## config.mk

```make
export PLATFORM = sky130hd
export DESIGN_NAME = video_sync_timing_gen
export DESIGN_NICKNAME = d
export VERILOG_FILES = /design/src/rtl/video_timing_pkg.sv /design/src/rtl/video_raster_counter.sv /design/src/rtl/video_sync_timing_gen.sv
export SDC_FILE = /design/constraint.sdc
export NUM_CORES = 1
export LEC_CHECK = 0
export CELL_PAD_IN_SITES_DETAIL_PLACEMENT = 1
export CELL_PAD_IN_SITES_GLOBAL_PLACEMENT = 2
export CORE_MARGIN = 2
export CORE_UTILIZATION = 42
export CTS_CLUSTER_SIZE = 28
export DETAILED_ROUTE_END_ITERATION = 10
export PLACE_DENSITY = 0.89
export SLEW_MARGIN = 20
export SYNTH_ARGS = -nofsm -noshare
export SYNTH_HDL_FRONTEND = slang
export SYNTH_SLANG_ARGS = --single-unit
```

## constraint.sdc

```tcl
create_clock -name i_CLK -period 11.8 [get_ports i_CLK]
set_clock_uncertainty 0.1 [all_clocks]
set_input_delay 2.36 -clock i_CLK [delete_from_list [all_inputs] [get_ports i_CLK]]
set_output_delay 2.36 -clock i_CLK [all_outputs]
set_load 0.1 [all_outputs]
```

## src/rtl/video_timing_pkg.sv

```systemverilog
// Shared types, constants and config checks for the video raster timing generator.
package video_timing_pkg;

    localparam int W = 16;

    localparam logic [W-1:0] ZERO_W = {W{1'b0}};
    localparam logic [W-1:0] ONE_W  = {{(W-1){1'b0}}, 1'b1};

    typedef struct packed {
        logic [W-1:0] hsw;
        logic [W-1:0] hbp;
        logic [W-1:0] hact;
        logic [W-1:0] hfp;
        logic [W-1:0] vsw;
        logic [W-1:0] vbp;
        logic [W-1:0] vact;
        logic [W-1:0] vfp;
    } timing_cfg_t;

    localparam timing_cfg_t CFG_ZERO = {(8*W){1'b0}};

    typedef enum logic [1:0] {
        IDLE = 2'd0,
        RUN  = 2'd1,
        STOP = 2'd2
    } gen_state_t;

    function automatic logic [W+1:0] h_total(input timing_cfg_t c);
        return {2'b00, c.hsw} + {2'b00, c.hbp} + {2'b00, c.hact} + {2'b00, c.hfp};
    endfunction

    function automatic logic [W+1:0] v_total(input timing_cfg_t c);
        return {2'b00, c.vsw} + {2'b00, c.vbp} + {2'b00, c.vact} + {2'b00, c.vfp};
    endfunction

    // Totals are formed two bits wider so an overflow past W bits is visible.
    function automatic logic cfg_valid(input timing_cfg_t c);
        logic [W+1:0] max_total;
        max_total = {2'b00, {W{1'b1}}};
        return (c.hsw != ZERO_W) && (c.hact != ZERO_W) &&
               (c.vsw != ZERO_W) && (c.vact != ZERO_W) &&
               (h_total(c) <= max_total) && (v_total(c) <= max_total);
    endfunction

endpackage

```

## src/rtl/video_raster_counter.sv

```systemverilog
// Pixel/line position counter with line-wrap and frame-wrap strobes.
module video_raster_counter
    import video_timing_pkg::*;
(
    input  logic         i_CLK,
    input  logic         i_RST,
    input  logic         i_run,
    input  logic [W-1:0] i_htotal,
    input  logic [W-1:0] i_vtotal,
    output logic [W-1:0] o_hcnt,
    output logic [W-1:0] o_vcnt,
    output logic         o_line_wrap,
    output logic         o_frame_wrap
);

    logic [W-1:0] hcnt_r;
    logic [W-1:0] vcnt_r;
    logic         line_wrap_s;
    logic         frame_wrap_s;

    // Wrap strobes: last pixel of a line, and last pixel of the last line.
    always_comb begin
        line_wrap_s  = 1'b0;
        frame_wrap_s = 1'b0;
        if (i_run) begin
            line_wrap_s  = (hcnt_r == (i_htotal - ONE_W));
            frame_wrap_s = line_wrap_s && (vcnt_r == (i_vtotal - ONE_W));
        end else begin
            line_wrap_s  = 1'b0;
            frame_wrap_s = 1'b0;
        end
    end

    // Position registers; parked at the origin whenever the raster is not running.
    always_ff @(posedge i_CLK or posedge i_RST) begin
        if (i_RST) begin
            hcnt_r <= ZERO_W;
            vcnt_r <= ZERO_W;
        end else if (!i_run) begin
            hcnt_r <= ZERO_W;
            vcnt_r <= ZERO_W;
        end else if (line_wrap_s) begin
            hcnt_r <= ZERO_W;
            vcnt_r <= frame_wrap_s ? ZERO_W : (vcnt_r + ONE_W);
        end else begin
            hcnt_r <= hcnt_r + ONE_W;
        end
    end

    assign o_hcnt       = hcnt_r;
    assign o_vcnt       = vcnt_r;
    assign o_line_wrap  = line_wrap_s;
    assign o_frame_wrap = frame_wrap_s;

endmodule

```

## src/rtl/video_sync_timing_gen.sv

```systemverilog
// Programmable raster timing generator: frame-shadowed config, run/stop FSM, registered sync decode.
module video_sync_timing_gen
    import video_timing_pkg::*;
(
    input  logic         i_CLK,
    input  logic         i_RST,
    input  logic         i_en,
    input  logic [W-1:0] i_hsw,
    input  logic [W-1:0] i_hbp,
    input  logic [W-1:0] i_hact,
    input  logic [W-1:0] i_hfp,
    input  logic [W-1:0] i_vsw,
    input  logic [W-1:0] i_vbp,
    input  logic [W-1:0] i_vact,
    input  logic [W-1:0] i_vfp,
    output logic         o_hsync,
    output logic         o_vsync,
    output logic         o_de,
    output logic         o_sof,
    output logic [W-1:0] o_hcnt,
    output logic [W-1:0] o_vcnt,
    output logic         o_cfg_err
);

    gen_state_t   state_r;
    gen_state_t   next_state_s;
    timing_cfg_t  shadow_r;
    timing_cfg_t  in_cfg_s;
    logic         in_ok_s;
    logic         load_s;
    logic         err_set_s;
    logic         cfg_err_r;
    logic         run_s;
    logic         line_wrap_s;
    logic         frame_wrap_s;
    logic         frame_end_s;
    logic [W-1:0] htotal_s;
    logic [W-1:0] vtotal_s;
    logic [W-1:0] hcnt_s;
    logic [W-1:0] vcnt_s;
    logic [W+1:0] hstart_s;
    logic [W+1:0] hend_s;
    logic [W+1:0] vstart_s;
    logic [W+1:0] vend_s;
    logic         hsync_s;
    logic         vsync_s;
    logic         de_s;
    logic         sof_s;
    logic         hsync_r;
    logic         vsync_r;
    logic         de_r;
    logic         sof_r;
    logic [W-1:0] out_hcnt_r;
    logic [W-1:0] out_vcnt_r;

    assign in_cfg_s = {i_hsw, i_hbp, i_hact, i_hfp, i_vsw, i_vbp, i_vact, i_vfp};
    assign in_ok_s  = cfg_valid(in_cfg_s);
    assign run_s    = (state_r != IDLE);
    // The shadow only ever holds a validated config, so its totals fit in W bits.
    assign htotal_s = W'(h_total(shadow_r));
    assign vtotal_s = W'(v_total(shadow_r));
    // A frame wrap is by construction also a line wrap.
    assign frame_end_s = line_wrap_s & frame_wrap_s;

    video_raster_counter u_counter (
        .i_CLK        (i_CLK),
        .i_RST        (i_RST),
        .i_run        (run_s),
        .i_htotal     (htotal_s),
        .i_vtotal     (vtotal_s),
        .o_hcnt       (hcnt_s),
        .o_vcnt       (vcnt_s),
        .o_line_wrap  (line_wrap_s),
        .o_frame_wrap (frame_wrap_s)
    );

    // Next-state, shadow load and error-set decisions.
    always_comb begin
        next_state_s = state_r;
        load_s       = 1'b0;
        err_set_s    = 1'b0;
        case (state_r)
            IDLE: begin
                if (i_en) begin
                    if (in_ok_s) begin
                        next_state_s = RUN;
                        load_s       = 1'b1;
                    end else begin
                        err_set_s    = 1'b1;
                    end
                end else begin
                    next_state_s = IDLE;
                end
            end
            RUN, STOP: begin
                if (i_en) begin
                    next_state_s = RUN;
                    if (frame_end_s) begin
                        load_s    = in_ok_s;
                        err_set_s = !in_ok_s;
                    end else begin
                        load_s    = 1'b0;
                    end
                end else if (frame_end_s) begin
                    next_state_s = IDLE;
                end else begin
                    next_state_s = STOP;
                end
            end
            default: begin
                next_state_s = IDLE;
            end
        endcase
    end

    // State, shadow config and sticky config error.
    always_ff @(posedge i_CLK or posedge i_RST) begin
        if (i_RST) begin
            state_r   <= IDLE;
            shadow_r  <= CFG_ZERO;
            cfg_err_r <= 1'b0;
        end else begin
            state_r <= next_state_s;
            if (load_s) begin
                shadow_r <= in_cfg_s;
            end
            if (err_set_s) begin
                cfg_err_r <= 1'b1;
            end
        end
    end

    // Raster decode of the current counter position against the shadow config.
    always_comb begin
        hstart_s = {2'b00, shadow_r.hsw} + {2'b00, shadow_r.hbp};
        hend_s   = hstart_s + {2'b00, shadow_r.hact};
        vstart_s = {2'b00, shadow_r.vsw} + {2'b00, shadow_r.vbp};
        vend_s   = vstart_s + {2'b00, shadow_r.vact};
        hsync_s  = (hcnt_s < shadow_r.hsw);
        vsync_s  = (vcnt_s < shadow_r.vsw);
        de_s     = ({2'b00, hcnt_s} >= hstart_s) && ({2'b00, hcnt_s} < hend_s) &&
                   ({2'b00, vcnt_s} >= vstart_s) && ({2'b00, vcnt_s} < vend_s);
        sof_s    = (hcnt_s == ZERO_W) && (vcnt_s == ZERO_W);
    end

    // Output stage: one cycle behind the counters, forced low outside RUN/STOP.
    always_ff @(posedge i_CLK or posedge i_RST) begin
        if (i_RST) begin
            hsync_r    <= 1'b0;
            vsync_r    <= 1'b0;
            de_r       <= 1'b0;
            sof_r      <= 1'b0;
            out_hcnt_r <= ZERO_W;
            out_vcnt_r <= ZERO_W;
        end else if (run_s) begin
            hsync_r    <= hsync_s;
            vsync_r    <= vsync_s;
            de_r       <= de_s;
            sof_r      <= sof_s;
            out_hcnt_r <= hcnt_s;
            out_vcnt_r <= vcnt_s;
        end else begin
            hsync_r    <= 1'b0;
            vsync_r    <= 1'b0;
            de_r       <= 1'b0;
            sof_r      <= 1'b0;
            out_hcnt_r <= ZERO_W;
            out_vcnt_r <= ZERO_W;
        end
    end

    assign o_hsync   = hsync_r;
    assign o_vsync   = vsync_r;
    assign o_de      = de_r;
    assign o_sof     = sof_r;
    assign o_hcnt    = out_hcnt_r;
    assign o_vcnt    = out_vcnt_r;
    assign o_cfg_err = cfg_err_r;

endmodule
```

==> flow_summary.json <==
{
  "status": "completed",
  "htreeDepth": 4,
  "gp_congestion": 0.8767,
  "drt-initial-drc-count": 605,
  "critPathLaunchType": "register",
  "route.final.wire_length_um": 50330,
  "synth_edf_count": 0,
  "period_minus_slack_ns": 8.522,
  "synth_mux_area_share_pct": 10.45,
  "rows": 75,
  "cts_resized": 0,
  "yosys-top-cells-area": "dfrtp_1 (28%), ha_1 (17%), mux2_4 (8.5%)",
  "synth_xor_area_share_pct": 6.393,
  "diodes": 0,
  "die_y_um": 209.2,
  "drive_gt1_share_pct": 10.28,
  "io_buffers": 167,
  "hold_violations": 0,
  "timing.final.crit_share_pct": 72.22,
  "netlist_instances": 1711,
  "drt-wirelength-per-cell_um": 20.83,
  "final_area_sq_um": 20320,
  "crit_type": "reg -> reg",
  "postRouteAntennaNets": 0,
  "dr.pass1.iters": 4,
  "crit_slowest_cell": "buf_4",
  "synth-adder-area-share_pct": 25.25,
  "r2r-start": "shadow_r[112]",
  "syn_area_per_cell_sq_um": 10.34,
  "holdPathEnd": "shadow_r[1]",
  "overflow": 0,
  "ys_warn_count": 0,
  "post_cts_buffers": 0,
  "hold_ws_ns": 0.4181,
  "root_buffer": "clkbuf_16",
  "max_clock_freq_ghz": 0.1173,
  "synth_nets": 2150,
  "layout-area-overhead-vs-synth_pct": 14.87,
  "clockBufferDepth": 2,
  "grt_max_degree": 133,
  "max_cap_violations": 0,
  "place_area_sq_um": 19740,
  "yosysTopAreaCell": "dfrtp_1",
  "final_nets": 2304,
  "syn_area_sq_um": 17690,
  "min-delay-start": "shadow_r[1]",
  "yosysUniqueCellTypes": 68,
  "fill_cells": 4593,
  "crit_family": "compound AO/OA/AOI/OAI gates",
  "worst_r2r_path_depth": 33,
  "cts_tree": "yes",
  "r2r_slack_ns": 3.28,
  "grt_first_pass_wirelength_um": 81150,
  "maxSlewViolCount": 0,
  "vias": 13380,
  "io_pins": 168,
  "reg2reg_to": "shadow_r[98]",
  "vias_per_cell": 5.537,
  "clock_latency_ns": 0.48,
  "slowest_delay_ns": 0.65,
  "synth_seq_cells": 199,
  "async_reset_ff_share_pct": 100.0,
  "yosysTopAreaCellShare_pct": 28.15,
  "tns_ns": 0,
  "finalSetupViolCount": 0,
  "synth-main-ff-cell": "dfrtp_1",
  "hold_class": "reg -> reg",
  "synth_top_family_by_area": "adder cells",
  "endpoint_kind": "register",
  "start_util_pct": 42.37,
  "seq_area_frac_synth_pct": 28.15,
  "whs_path_depth": 1,
  "path_max_fanout": 38,
  "grt_pass1_vias": 14670,
  "crit_top_cell": "ha_1",
  "dieArea_sq_um": 43780,
  "clk_pin_slew_ns": 0.07,
  "cts_buffers": 17,
  "coreArea_sq_um": 41760,
  "grt_antenna_before_repair": 1,
  "crit_buf_inv": 4,
  "die_x_um": 209.2,
  "arrival_ns": 8.77,
  "grt_usage_pct": 23.75,
  "drc": 0,
  "cts_sinks": 199,
  "worstMarginPinSlew_ns": 1.076,
  "synth_compound_area_share_pct": 12.83,
  "holdBufCountCts": 0,
  "required_ns": 12.05,
  "grt_setup_unrepaired": "false",
  "hpwlAfterDp_um": 41230,
  "relSlewSlack_pct": 28.28,
  "yosys.area_share.simple_pct": 11.11
}
metal layers:
metal | part of all wire, % | track usage (%)
met1 | 47 | 32.45
met2 | 48 | 39.76
met3 | 2.9 | 3.186
met5 | 0.032 | 0
met4 | 1.8 | 6.034
stage by stage:
stage	instances	setup slack, ns	utilization [%]
floorplan	1711	3.914	-
finish	2416	3.278	48.67
CTS	2416	3.399	48.66
global route	2416	2.465	48.67
global placement	2385	3.370	47.26
detailed placement	2385	3.073	47.26
cells in the final DEF, fill, tap and decap left out, drive strengths merged, types with 6 or more instances in the layout:
master / count
nand4: 31
dfrtp: 199
a31oi: 6
xnor2: 73
a21boi: 10
nor2: 75
and3: 19
nand3: 34
nor3: 29
o2111ai: 6
or2: 6
buf: 8
a21o: 43
ha: 238
nor2b: 39
o21a: 22
a211oi: 12
nor4: 29
o211ai: 10
o21ai: 87
or3: 9
a2111oi: 10
xor2: 51
nand2: 68
maj3: 8
o21bai: 12
clkdlybuf4s50: 167
clkbuf: 19
a21oi: 82
o31ai: 7
inv: 178
mux2: 129
fa: 70
nand2b: 25
sequential cells by signal, indices dropped and copies added, names as in the netlist:
signal and flops:
o_hcnt 16, o_vsync 1, u_counter.o_hcnt 16, shadow_r 128, o_cfg_err 1, u_counter.o_vcnt 16, o_vcnt 16, o_sof 1
state_r 2, o_hsync 1, o_de 1
layout make-up:
type	count	area, sq um	area share, %
Clock inverter	12	141.4	0.6957
Inverter	173	656.9	3.232
Tap cell	539	674.4	3.318
Sequential cell	199	4980	24.50
Multi-Input combinational cell	1299	11700	57.55
Clock buffer	19	442.9	2.179
Timing Repair Buffer	175	1732	8.521
how the worst max path moves through the flow:
stage | from | end | slack, ns | cells after the start
2_1_floorplan | i_RST | o_cfg_err | 3.91 | 1
3_3_place_gp | i_hsw[1] | shadow_r[112] | 3.37 | 15
3_5_place_dp | i_hact[1] | shadow_r[98] | 3.07 | 15
4_1_cts | shadow_r[96] | shadow_r[98] | 3.40 | 33
5_1_grt | shadow_r[96] | shadow_r[98] | 2.47 | 33
6_report | shadow_r[112] | shadow_r[98] | 3.28 | 33
logic make-up after synthesis:
family | after synthesis
compound gates | 346
simple gates | 380
fa+ha+maj | 316
mux | 131
flops | 199
buf+inv | 213
xor+xnor | 126
synthesized netlist by cell type, types with 31 or more instances:
library cell / instances
a21oi_1: 81
nand3_1: 34
dfrtp_1: 199
mux2_4: 100
fa_1: 70
o21ai_0: 77
nor2b_1: 39
nor2_1: 74
xnor2_1: 73
ha_1: 238
nand4_1: 31
xor2_1: 51
a21o_1: 43
nand2_1: 68
inv_1: 173
Power is left out: the tool's default activity adds up to more than one toggle a clock period on the data nets, which glitch-free logic cannot reach.
